**src/rtl/uart_frame_pkg.sv**
```systemverilog
// Shared types and constants for the UART frame receiver.
// FSM states, error cause codes and the default start-of-frame byte.
package uart_frame_pkg;

  typedef enum logic [2:0] {
    IDLE,
    LEN,
    PAYLOAD,
    CHK,
    DRAIN
  } state_t;

  localparam logic [1:0] ERR_LEN = 2'b01;
  localparam logic [1:0] ERR_CHK = 2'b10;
  localparam logic [1:0] ERR_TMO = 2'b11;

  localparam logic [7:0] SOF_DEFAULT = 8'h7E;

endpackage

```
**src/rtl/uart_frame_rx_if.sv**
```systemverilog
// Payload byte stream between the frame receiver and its consumer.
// master drives data/valid/last, slave drives ready.
interface uart_frame_rx_if;

  logic [7:0] M_TDATA;
  logic       M_TVALID;
  logic       M_TREADY;
  logic       M_TLAST;

  modport master (
    output M_TDATA,
    output M_TVALID,
    output M_TLAST,
    input  M_TREADY
  );

  modport slave (
    input  M_TDATA,
    input  M_TVALID,
    input  M_TLAST,
    output M_TREADY
  );

endinterface

```
**src/rtl/uart_frame_buf.sv**
```systemverilog
// Payload store: one synchronous write port, one async read port.
// Contents are not reset.
module uart_frame_buf #(
  parameter int DEPTH = 64,
  parameter int AW    = 6
) (
  input  logic          CLK,
  input  logic          we,
  input  logic [AW-1:0] waddr,
  input  logic [7:0]    wdata,
  input  logic [AW-1:0] raddr,
  output logic [7:0]    rdata
);

  logic [7:0] mem [DEPTH];

  always_ff @(posedge CLK) begin
    if (we) mem[waddr] <= wdata;
  end

  assign rdata = mem[raddr];

endmodule

```
**src/rtl/uart_frame_rx.sv**
```systemverilog
// Store-and-forward length/checksum frame decoder after the UART RX FIFO.
// Optional inter-byte timeout: define UART_FRAME_TIMEOUT_EN.
module uart_frame_rx
  import uart_frame_pkg::*;
#(
  parameter int         MAX_LEN        = 64,
  parameter logic [7:0] SOF            = SOF_DEFAULT,
  parameter int         TIMEOUT_CYCLES = 100000
) (
  input  logic       CLK,
  input  logic       RESET,
  output logic       FIFO_RDEN,
  input  logic       FIFO_EMPTY,
  input  logic [7:0] FIFO_DIN,
  uart_frame_rx_if.master m,
  output logic       FRAME_OK,
  output logic       FRAME_ERR,
  output logic [1:0] ERR_CODE
);

  localparam int LW = $clog2(MAX_LEN + 1);
  localparam int BW = (MAX_LEN > 1) ? $clog2(MAX_LEN) : 1;
  localparam logic [7:0] MAXB = 8'(MAX_LEN);

  state_t state, state_n;
  logic [LW-1:0] len, len_n;
  logic [LW-1:0] idx, idx_n;
  logic [LW-1:0] rd, rd_n;
  logic [7:0] sum, sum_n;
  logic [7:0] chk_sum;
  logic vld;
  logic ok_n, err_n;
  logic [1:0] code_n;
  logic last;
  logic [7:0] rdata;

  // vld marks the cycle FIFO_DIN holds the byte read last cycle
  assign FIFO_RDEN = !RESET && (state != DRAIN)
                   && !FIFO_EMPTY && !vld;

  assign chk_sum = sum + FIFO_DIN;
  assign last = (rd == len - LW'(1));

  assign m.M_TVALID = (state == DRAIN);
  assign m.M_TDATA = m.M_TVALID ? rdata : 8'h00;
  assign m.M_TLAST = m.M_TVALID && last;

`ifdef UART_FRAME_TIMEOUT_EN
  localparam int TW = $clog2(TIMEOUT_CYCLES + 1);
  logic [TW-1:0] tmo;
  logic in_frame;
  logic tmo_hit;

  assign in_frame = (state == LEN) || (state == PAYLOAD)
                  || (state == CHK);
  assign tmo_hit = in_frame && !vld
                 && (tmo == TW'(TIMEOUT_CYCLES - 1));

  always_ff @(posedge CLK) begin
    if (RESET || !in_frame || vld) tmo <= '0;
    else if (!tmo_hit) tmo <= tmo + TW'(1);
  end
`endif

  always_comb begin
    state_n = state;
    len_n = len;
    idx_n = idx;
    rd_n = rd;
    sum_n = sum;
    ok_n = 1'b0;
    err_n = 1'b0;
    code_n = 2'b00;
    unique case (state)
      IDLE: begin
        if (vld && FIFO_DIN == SOF) state_n = LEN;
      end
      LEN: begin
        if (vld) begin
          if (FIFO_DIN == 8'h00 || FIFO_DIN > MAXB) begin
            err_n = 1'b1;
            code_n = ERR_LEN;
            state_n = IDLE;
          end else begin
            len_n = FIFO_DIN[LW-1:0];
            sum_n = FIFO_DIN;
            idx_n = '0;
            state_n = PAYLOAD;
          end
        end
      end
      PAYLOAD: begin
        if (vld) begin
          sum_n = sum + FIFO_DIN;
          idx_n = idx + LW'(1);
          if (idx_n == len) state_n = CHK;
        end
      end
      CHK: begin
        if (vld) begin
          if (chk_sum == 8'h00) begin
            ok_n = 1'b1;
            rd_n = '0;
            state_n = DRAIN;
          end else begin
            err_n = 1'b1;
            code_n = ERR_CHK;
            state_n = IDLE;
          end
        end
      end
      DRAIN: begin
        if (m.M_TREADY) begin
          if (last) state_n = IDLE;
          else rd_n = rd + LW'(1);
        end
      end
      default: state_n = IDLE;
    endcase
`ifdef UART_FRAME_TIMEOUT_EN
    if (tmo_hit) begin
      err_n = 1'b1;
      code_n = ERR_TMO;
      state_n = IDLE;
    end
`endif
  end

  always_ff @(posedge CLK) begin
    if (RESET) begin
      state <= IDLE;
      len <= '0;
      idx <= '0;
      rd <= '0;
      sum <= '0;
      vld <= 1'b0;
      FRAME_OK <= 1'b0;
      FRAME_ERR <= 1'b0;
      ERR_CODE <= 2'b00;
    end else begin
      state <= state_n;
      len <= len_n;
      idx <= idx_n;
      rd <= rd_n;
      sum <= sum_n;
      vld <= FIFO_RDEN;
      FRAME_OK <= ok_n;
      FRAME_ERR <= err_n;
      ERR_CODE <= code_n;
    end
  end

  uart_frame_buf #(
    .DEPTH (MAX_LEN),
    .AW    (BW)
  ) u_buf (
    .CLK   (CLK),
    .we    (state == PAYLOAD && vld),
    .waddr (idx[BW-1:0]),
    .wdata (FIFO_DIN),
    .raddr (rd[BW-1:0]),
    .rdata (rdata)
  );

endmodule

```
**src/flat_wrapper.sv**
```systemverilog
// flat-port wrapper written by rule: the top's interface ports become plain ports
module uart_frame_rx_flat import uart_frame_pkg::*;
#(
  parameter int         MAX_LEN        = 64,
  parameter logic [7:0] SOF            = SOF_DEFAULT,
  parameter int         TIMEOUT_CYCLES = 100000
)
  (CLK, RESET, FIFO_RDEN, FIFO_EMPTY, FIFO_DIN, FRAME_OK, FRAME_ERR, ERR_CODE, m_M_TDATA, m_M_TVALID, m_M_TLAST, m_M_TREADY);
  uart_frame_rx_if m_i ();
  input  logic CLK;
  input  logic RESET;
  output logic FIFO_RDEN;
  input  logic FIFO_EMPTY;
  input  logic [7:0] FIFO_DIN;
  output logic FRAME_OK;
  output logic FRAME_ERR;
  output logic [1:0] ERR_CODE;
  output wire logic [$bits(m_i.M_TDATA)-1:0] m_M_TDATA;
  output wire logic [$bits(m_i.M_TVALID)-1:0] m_M_TVALID;
  output wire logic [$bits(m_i.M_TLAST)-1:0] m_M_TLAST;
  input wire logic [$bits(m_i.M_TREADY)-1:0] m_M_TREADY;
  assign m_M_TDATA = m_i.M_TDATA;
  assign m_M_TVALID = m_i.M_TVALID;
  assign m_M_TLAST = m_i.M_TLAST;
  assign m_i.M_TREADY = m_M_TREADY;
  uart_frame_rx #(.MAX_LEN(MAX_LEN), .SOF(SOF), .TIMEOUT_CYCLES(TIMEOUT_CYCLES)) u_core (.CLK(CLK), .RESET(RESET), .FIFO_RDEN(FIFO_RDEN), .FIFO_EMPTY(FIFO_EMPTY), .FIFO_DIN(FIFO_DIN), .m(m_i), .FRAME_OK(FRAME_OK), .FRAME_ERR(FRAME_ERR), .ERR_CODE(ERR_CODE));
endmodule
```
**config.mk**
```make
export PLATFORM = sky130hd
export DESIGN_NAME = uart_frame_rx_flat
export DESIGN_NICKNAME = d
export VERILOG_FILES = /design/src/rtl/uart_frame_pkg.sv /design/src/rtl/uart_frame_rx_if.sv /design/src/rtl/uart_frame_buf.sv /design/src/rtl/uart_frame_rx.sv /design/src/flat_wrapper.sv
export SDC_FILE = /design/constraint.sdc
export NUM_CORES = 1
export LEC_CHECK = 0
export ABC_AREA = 0
export BUFFER_PORTS_ARGS = -buffer_cell sky130_fd_sc_hd__buf_2
export CAP_MARGIN = 10
export CORE_MARGIN = 2
export CORE_UTILIZATION = 44
export CTS_CLUSTER_DIAMETER = 100
export CTS_CLUSTER_SIZE = 30
export DETAILED_ROUTE_END_ITERATION = 12
export GPL_ROUTABILITY_DRIVEN = 0
export MAX_ROUTING_LAYER = met4
export PLACE_DENSITY = 0.63
export SYNTH_ARGS = -nofsm -noshare
export SYNTH_HDL_FRONTEND = slang
export SYNTH_HIERARCHICAL = 1
export SYNTH_SLANG_ARGS = --single-unit
```
**constraint.sdc**
```tcl
create_clock -name CLK -period 3 [get_ports CLK]
set_input_delay 0.15 -clock CLK [delete_from_list [all_inputs] [get_ports CLK]]
set_output_delay 0.15 -clock CLK [all_outputs]
set_load 0.02 [all_outputs]
```
Yosys cells after proc, flatten, opt, wreduce, memory -nomap -nowiden
Memory sizes are Yosys's and may differ from the RTL's. A register that Yosys moved wholly into a read port is not among the register bits.
Index checks and enable logic that the tools add are counted.
{"block": "op_classes", "add_sub_neg": 4, "n_reduce_logical": 20, "eq_ne": 18, "muxes": 39, "n_lt_le_gt_ge": 1, "bitwise_logic": 3}
{"op": "two-way mux 7 bit", "count": 7}
{"op": "two-way mux 8 bit", "count": 4}
{"op": "one-hot mux 7 bit (2 select lines)", "count": 2}
{"op": "two-way mux 3 bit", "count": 8}
{"op": "logical NOT 8 bit", "count": 2}
{"op": "one-hot mux 8 bit (2 select lines)", "count": 1}
{"op": "one-hot mux 3 bit (5 select lines)", "count": 1}
{"op": "adder 7 x 1 -> 7 bit, second input constant", "count": 2}
{"op": "== test 7 bit", "count": 2}
{"op": "two-way mux 6 bit", "count": 2}
{"op": "inequality test 2 x 1 -> 1 bit, second input constant", "count": 6}
{"op": "adder 8 bit", "count": 1}
{"op": "== test 8 x 7 -> 1 bit, second input constant", "count": 1}
{"op": "> comparator 8 x 7 -> 1 bit, second input constant", "count": 1}
{"op": "two-way mux 1 bit", "count": 8}
{"op": "two-way mux 2 bit", "count": 4}
{"op": "inequality test 2 bit, second input constant", "count": 4}
{"op": "AND reduction 7 bit", "count": 1}
{"op": "subtractor 7 x 1 -> 7 bit, second input constant", "count": 1}
{"op": "== test 3 x 2 -> 1 bit, second input constant", "count": 2}
{"op": "logical AND 1 bit", "count": 6}
{"op": "AND reduction 5 bit", "count": 1}
{"op": "one-hot mux 2 bit (2 select lines)", "count": 1}
{"op": "AND reduction 4 bit", "count": 1}
{"op": "11 further kinds", "count": 16}
{"block": "word_totals", "mem_bits_rw": 512, "ff_bits": 37, "output_inout_bits": 15, "elab_cells": 95, "memories": 1}
{"memory": "u_core.u_buf.mem", "depth": 64, "width": 8, "rd": 1, "rd_ports_with_merged_regs": 1, "write_ports": 1, "line_no": "uart_frame_buf.sv:15", "source": "logic [7:0] mem [DEPTH];"}

Logic depth before layout (Yosys ltp)
{"block": "depth", "ltp_word": 7, "ltp_mapped": 10, "ltp_nobuf": 10}

Modules after synthesis
Netlist, hierarchy kept.
{"mod": "uart_frame_buf", "n_inst": 1, "area_per_inst_um2": 20006.7, "seq_area_each_um2": 15374.7, "cells_per_inst": 932}
{"mod": "uart_frame_rx", "n_inst": 1, "area_per_inst_um2": 2431.1, "seq_area_each_um2": 740.7, "cells_per_inst": 310}

Worst setup path before layout
OpenSTA, ideal clock, no wires.
{"block": "synth_timing", "path_kind": "register to register", "from": "register u_core.sum[0]", "to": "register u_core.rd[5]", "path_buffers": 0, "setup_ps": 131, "setup_slack_ps": 557, "period_less_slack_ps": 2443, "required_time_ps": 2869, "path_stages_with_launch": 11, "arrival_time_ps": 2312, "path_cell_list": "dfxtp_1 -> ha_1 -> inv_1 -> fa_1 -> nand2b_1 -> a21oi_1 -> a2111o_1 -> o2111ai_1 -> nor4_4 -> o221a_2 -> o311ai_1"}
{"block": "synth_via", "elab_chain_len": 4}
{"item": "start, declared", "line_no": "uart_frame_rx.sv:29", "source": "logic [7:0] sum, sum_n;"}
{"item": "start signal, assigned", "line_no": "uart_frame_rx.sv:145", "source": "sum <= sum_n;"}
{"item": "adder 8 bit", "line_no": "uart_frame_rx.sv:41", "source": "assign chk_sum = sum + FIFO_DIN;"}
{"item": "logical NOT 8 bit", "line_no": "uart_frame_rx.sv:101", "source": "if (chk_sum == 8'h00) begin"}
{"item": "inequality test 2 x 1 -> 1 bit (no line)"}
{"item": "AND reduction 5 bit (no line)"}
{"item": "end signal, assigned", "line_no": "uart_frame_rx.sv:144", "source": "rd <= rd_n;"}
{"item": "end, declared", "line_no": "uart_frame_rx.sv:28", "source": "logic [LW-1:0] rd, rd_n;"}
Every way passes these cells.
A chain may end at the register's enable or synchronous reset.

==> out/summary.json <==
{
  "outcome": "finished with violations",
  "violations": "negative setup slack",
  "average_wire_length_per_cell_after_detail_routing_um": 26.17,
  "finalHoldViolations": 0,
  "worstReg2RegStart": "u_core/sum[0]",
  "max_slew.worst_pin.slew_ns": 0.8547,
  "rsz0062_at_grt": "true",
  "grt_antenna_before_repair": 2,
  "areaGrowthSynthToFinish_pct": 13.90,
  "cp_data_arrival_time_ns": 3.01,
  "critical_path.n_buffers_inverters": 4,
  "grt_overflow": 0,
  "placed_cells": 2006,
  "core.rowCount": 82,
  "cp_data_required_time_ns": 2.85,
  "floorplan.die.height_um": 229.8,
  "global_route_wire_length_before_repair_um": 80270,
  "timing.final.setup_violations": 8,
  "floorplan.initialDensity_pct": 44.63,
  "crit_type": "register to output port",
  "finalNetCount": 1409,
  "synthFlopType": "sky130_fd_sc_hd__edfxtp_1",
  "synth.yosys.warnings": 6,
  "critical-path-top-delay-family": "multiplexers",
  "tritoncts": "yes",
  "finalCritPeriodShare_pct": 105.4,
  "maxSlewHeadroom_pct": 42.94,
  "numClockSinks": 549,
  "clock_tree.root_cell": "sky130_fd_sc_hd__clkbuf_16",
  "syn-instance-count": 1242,
  "max_cap_viol_count": 0,
  "ys_types": 68,
  "dr_total_vias": 12100,
  "p_total_uw": 12260,
  "core_region_area_um2": 50270,
  "syn-cell-area_um2": 22440,
  "grt_use_total_pct": 21.32,
  "finalCoreUtilization_pct": 50.84,
  "dpl.hpwl_um": 34370,
  "cts-buffers-inserted": 22,
  "drt-pass1-iter-count": 5,
  "cts_htree_levels": 1,
  "finalClockSkew_ns": 0.01801,
  "power_leakage_uw": 0.007878,
  "number_of_global_route_vias_before_repair": 11930,
  "final_layout_size_suffix_gt1_share_pct": 29.60,
  "port-buffer-count": 26,
  "hp-start": "FIFO_DIN[1]",
  "vias_per_cell": 5.834,
  "postRouteWirelength_um": 54280,
  "critical_path_maximum_fanout": 6,
  "drc_errors": 0,
  "fp.dieArea_um2": 52820,
  "worstPathCellList": "buf_12 -> buf_12 -> buf_4 -> mux4_2 -> mux4_2 -> o21ai_2 -> nand2_1 -> and3_4 -> buf_4",
  "timing.critical_path.from_type": "register",
  "setup_ws_ns": -0.1614,
  "max_freq_ghz": 0.3163,
  "ys_seq_elements": 549,
  "diodes": 0,
  "critical_path.endpoint_type": "output port",
  "power_density_nw_per_um2": 479.6,
  "hold_crit_class": "primary input to register",
  "whs_ns": 0.05913,
  "insertion_delay_of_the_later_clocked_pin_in_the_worst_skew_pair_ns": 0.58,
  "postSynthNetCount": 1265,
  "clkTransAtPathRegs_ns": 0.11,
  "finalNonFillerCells": 2074,
  "synthesis.area_per_instance_um2": 18.07,
  "pin_count_of_the_biggest_net_entering_global_routing": 69,
  "die_width_um": 229.8,
  "slew_violations": 0,
  "pin_count": 27,
  "crit_path_start": "u_core/rd[0]",
  "async_flop_share_pct": 0,
  "worst_path_max_delay_cell": "sky130_fd_sc_hd__mux4_2",
  "ir_drop_v": 0.0003910,
  "synth_edf_count": 512,
  "period_minus_slack_ns": 3.161,
  "drt-initial-drc-count": 1300,
  "synth-seq-area-share_pct": 71.82,
  "cts_max_path_buffers": 3,
  "timing.critical_path.slowest_cell_delay_ns": 0.55,
  "ant_nets": 0
}
==> per-stage QoR <==
step                setup TNS, ns  setup slack (ns)  area, um^2
CTS                        -1.303           -0.1844       25380
global route               -1.571           -0.2189       25560
finish                     -1.005           -0.1614       25560
floorplan                       0            0.5569       22440
global placement                0           0.05510       24130
detailed placement              0            0.1011       24130
==> worst register-to-register path, cell delays in order (launching register included) <==
cell	delay [ns]
sky130_fd_sc_hd__dfxtp_1	0.36
sky130_fd_sc_hd__ha_1	0.17
sky130_fd_sc_hd__inv_1	0.05
sky130_fd_sc_hd__fa_1	0.39
sky130_fd_sc_hd__nand2b_1	0.16
sky130_fd_sc_hd__a21oi_1	0.25
sky130_fd_sc_hd__a2111o_1	0.19
sky130_fd_sc_hd__o2111ai_1	0.21
sky130_fd_sc_hd__nor4_4	0.42
sky130_fd_sc_hd__o221a_2	0.37
sky130_fd_sc_hd__o22ai_1	0.11
==> path summary, 6_finish.rpt <==
kind,endpoint,slack (ns),cells past startpoint
min,u_core/len[1],0.06,5
min reg2reg,u_core/sum[4],0.48,2
max,m_M_TDATA[7],-0.16,9
max reg2reg,u_core/rd[4],0.20,10
==> sequential cells by signal (all words and copies together), names as in the netlist <==
signal / cells
u_core/u_buf/mem: 512
u_core/sum: 8
u_core/idx: 7
u_core/len: 7
u_core/rd: 7
u_core/state: 3
u_core/ERR_CODE: 2
u_core/FRAME_ERR: 1
u_core/FRAME_OK: 1
u_core/vld: 1
==> repair_timing <==
| action | CTS | global route |
|---|---|---|
| endpoints found under the setup margin | 8 | 13 |
| hold buffers | 4 | 0 |
| gates cloned | 6 | 1 |
| buffers inserted | 18 | 1 |
| resized for setup | 63 | 33 |
| pin swaps | 15 | 10 |
| hold endpoints to repair | 8 | 0 |
==> kinds of logic (layout without fill, tap and decap cells) <==
family	after synthesis	count (layout)	share of synthesized area, %
compound gates	116	116	3.814
fa+ha+maj	11	11	0.6469
simple gates	291	291	6.218
buf+inv	82	242	1.941
flops	549	549	71.82
xor+xnor	27	27	1.054
mux	166	166	14.50
==> power breakdown <==
part | leakage [uW] | internal, uW | switching [uW]
logic | 0.00266 | 32.9 | 160
clock network | 0.000313 | 1470 | 2250
registers | 0.00490 | 8340 | 1.37
==> final cells by class <==
type | instances | area (um^2)
flip-flops and latches | 549 | 16130
repair buffers | 186 | 1703
clock buffers | 37 | 628.1
inverters | 16 | 60.06
clock inverters | 3 | 23.77
well taps | 672 | 840.8
multi-input cells | 611 | 6172
fillers | 4083 | 24720
==> layer usage <==
metal | global-route usage (%) | part of all wire [%] | wire (um) | vias to the layer above
met2 | 32.89 | 47 | 25710 | 433
met3 | 3.658 | 7.3 | 3943 | 86
met4 | 5.948 | 2.9 | 1581 | 0
met5 | - | 0 | 0 | -
met1 | 29.53 | 42 | 23050 | 6313
li1 | - | - | - | 5267
==> synth_stat cells, types with 8 or more instances <==
library cell,number,share of area [%]
sky130_fd_sc_hd__mux2i_1,27,1.2
sky130_fd_sc_hd__mux4_2,126,13
sky130_fd_sc_hd__dfxtp_1,37,3.3
sky130_fd_sc_hd__and3_1,12,0.33
sky130_fd_sc_hd__o221ai_1,8,0.31
sky130_fd_sc_hd__nor3_1,15,0.33
sky130_fd_sc_hd__nor2_1,127,2.1
sky130_fd_sc_hd__nor2b_1,15,0.42
sky130_fd_sc_hd__buf_4,13,0.43
sky130_fd_sc_hd__ha_1,10,0.56
sky130_fd_sc_hd__buf_2,13,0.29
sky130_fd_sc_hd__o22ai_1,12,0.33
sky130_fd_sc_hd__nand2_1,44,0.74
sky130_fd_sc_hd__nand2b_1,15,0.42
sky130_fd_sc_hd__a21oi_1,23,0.51
sky130_fd_sc_hd__edfxtp_1,512,69
sky130_fd_sc_hd__inv_1,14,0.23
sky130_fd_sc_hd__xnor2_1,20,0.78
sky130_fd_sc_hd__nand3_1,30,0.67
sky130_fd_sc_hd__a211oi_1,9,0.30
sky130_fd_sc_hd__clkbuf_1,30,0.50
sky130_fd_sc_hd__mux2_2,13,0.65
sky130_fd_sc_hd__a221oi_1,9,0.35
==> placed cells by master, fill, tap and decap left out, types with 5 or more instances in the layout <==
master	n
sky130_fd_sc_hd__edfxtp_1	512
sky130_fd_sc_hd__buf_4	132
sky130_fd_sc_hd__mux4_2	126
sky130_fd_sc_hd__nor2_1	121
sky130_fd_sc_hd__nand2_1	44
sky130_fd_sc_hd__dfxtp_1	32
sky130_fd_sc_hd__nand3_1	29
sky130_fd_sc_hd__clkbuf_16	24
sky130_fd_sc_hd__a21oi_1	23
sky130_fd_sc_hd__xnor2_1	20
sky130_fd_sc_hd__buf_2	19
sky130_fd_sc_hd__mux2i_1	16
sky130_fd_sc_hd__nor2b_1	15
sky130_fd_sc_hd__clkbuf_1	14
sky130_fd_sc_hd__inv_1	14
sky130_fd_sc_hd__nand2b_1	14
sky130_fd_sc_hd__buf_6	13
sky130_fd_sc_hd__nor3_1	12
sky130_fd_sc_hd__mux2_2	11
sky130_fd_sc_hd__ha_1	10
sky130_fd_sc_hd__buf_12	9
sky130_fd_sc_hd__a211oi_1	9
sky130_fd_sc_hd__o22ai_1	9
sky130_fd_sc_hd__and3_4	8
sky130_fd_sc_hd__mux2i_2	8
sky130_fd_sc_hd__buf_16	7
sky130_fd_sc_hd__xor2_1	7
sky130_fd_sc_hd__a221oi_1	7
sky130_fd_sc_hd__o221ai_1	7
sky130_fd_sc_hd__nand4_1	6
sky130_fd_sc_hd__nor2_2	6
sky130_fd_sc_hd__nor4_1	5
sky130_fd_sc_hd__o21ai_0	5
Power figures use the tool's default switching activity.
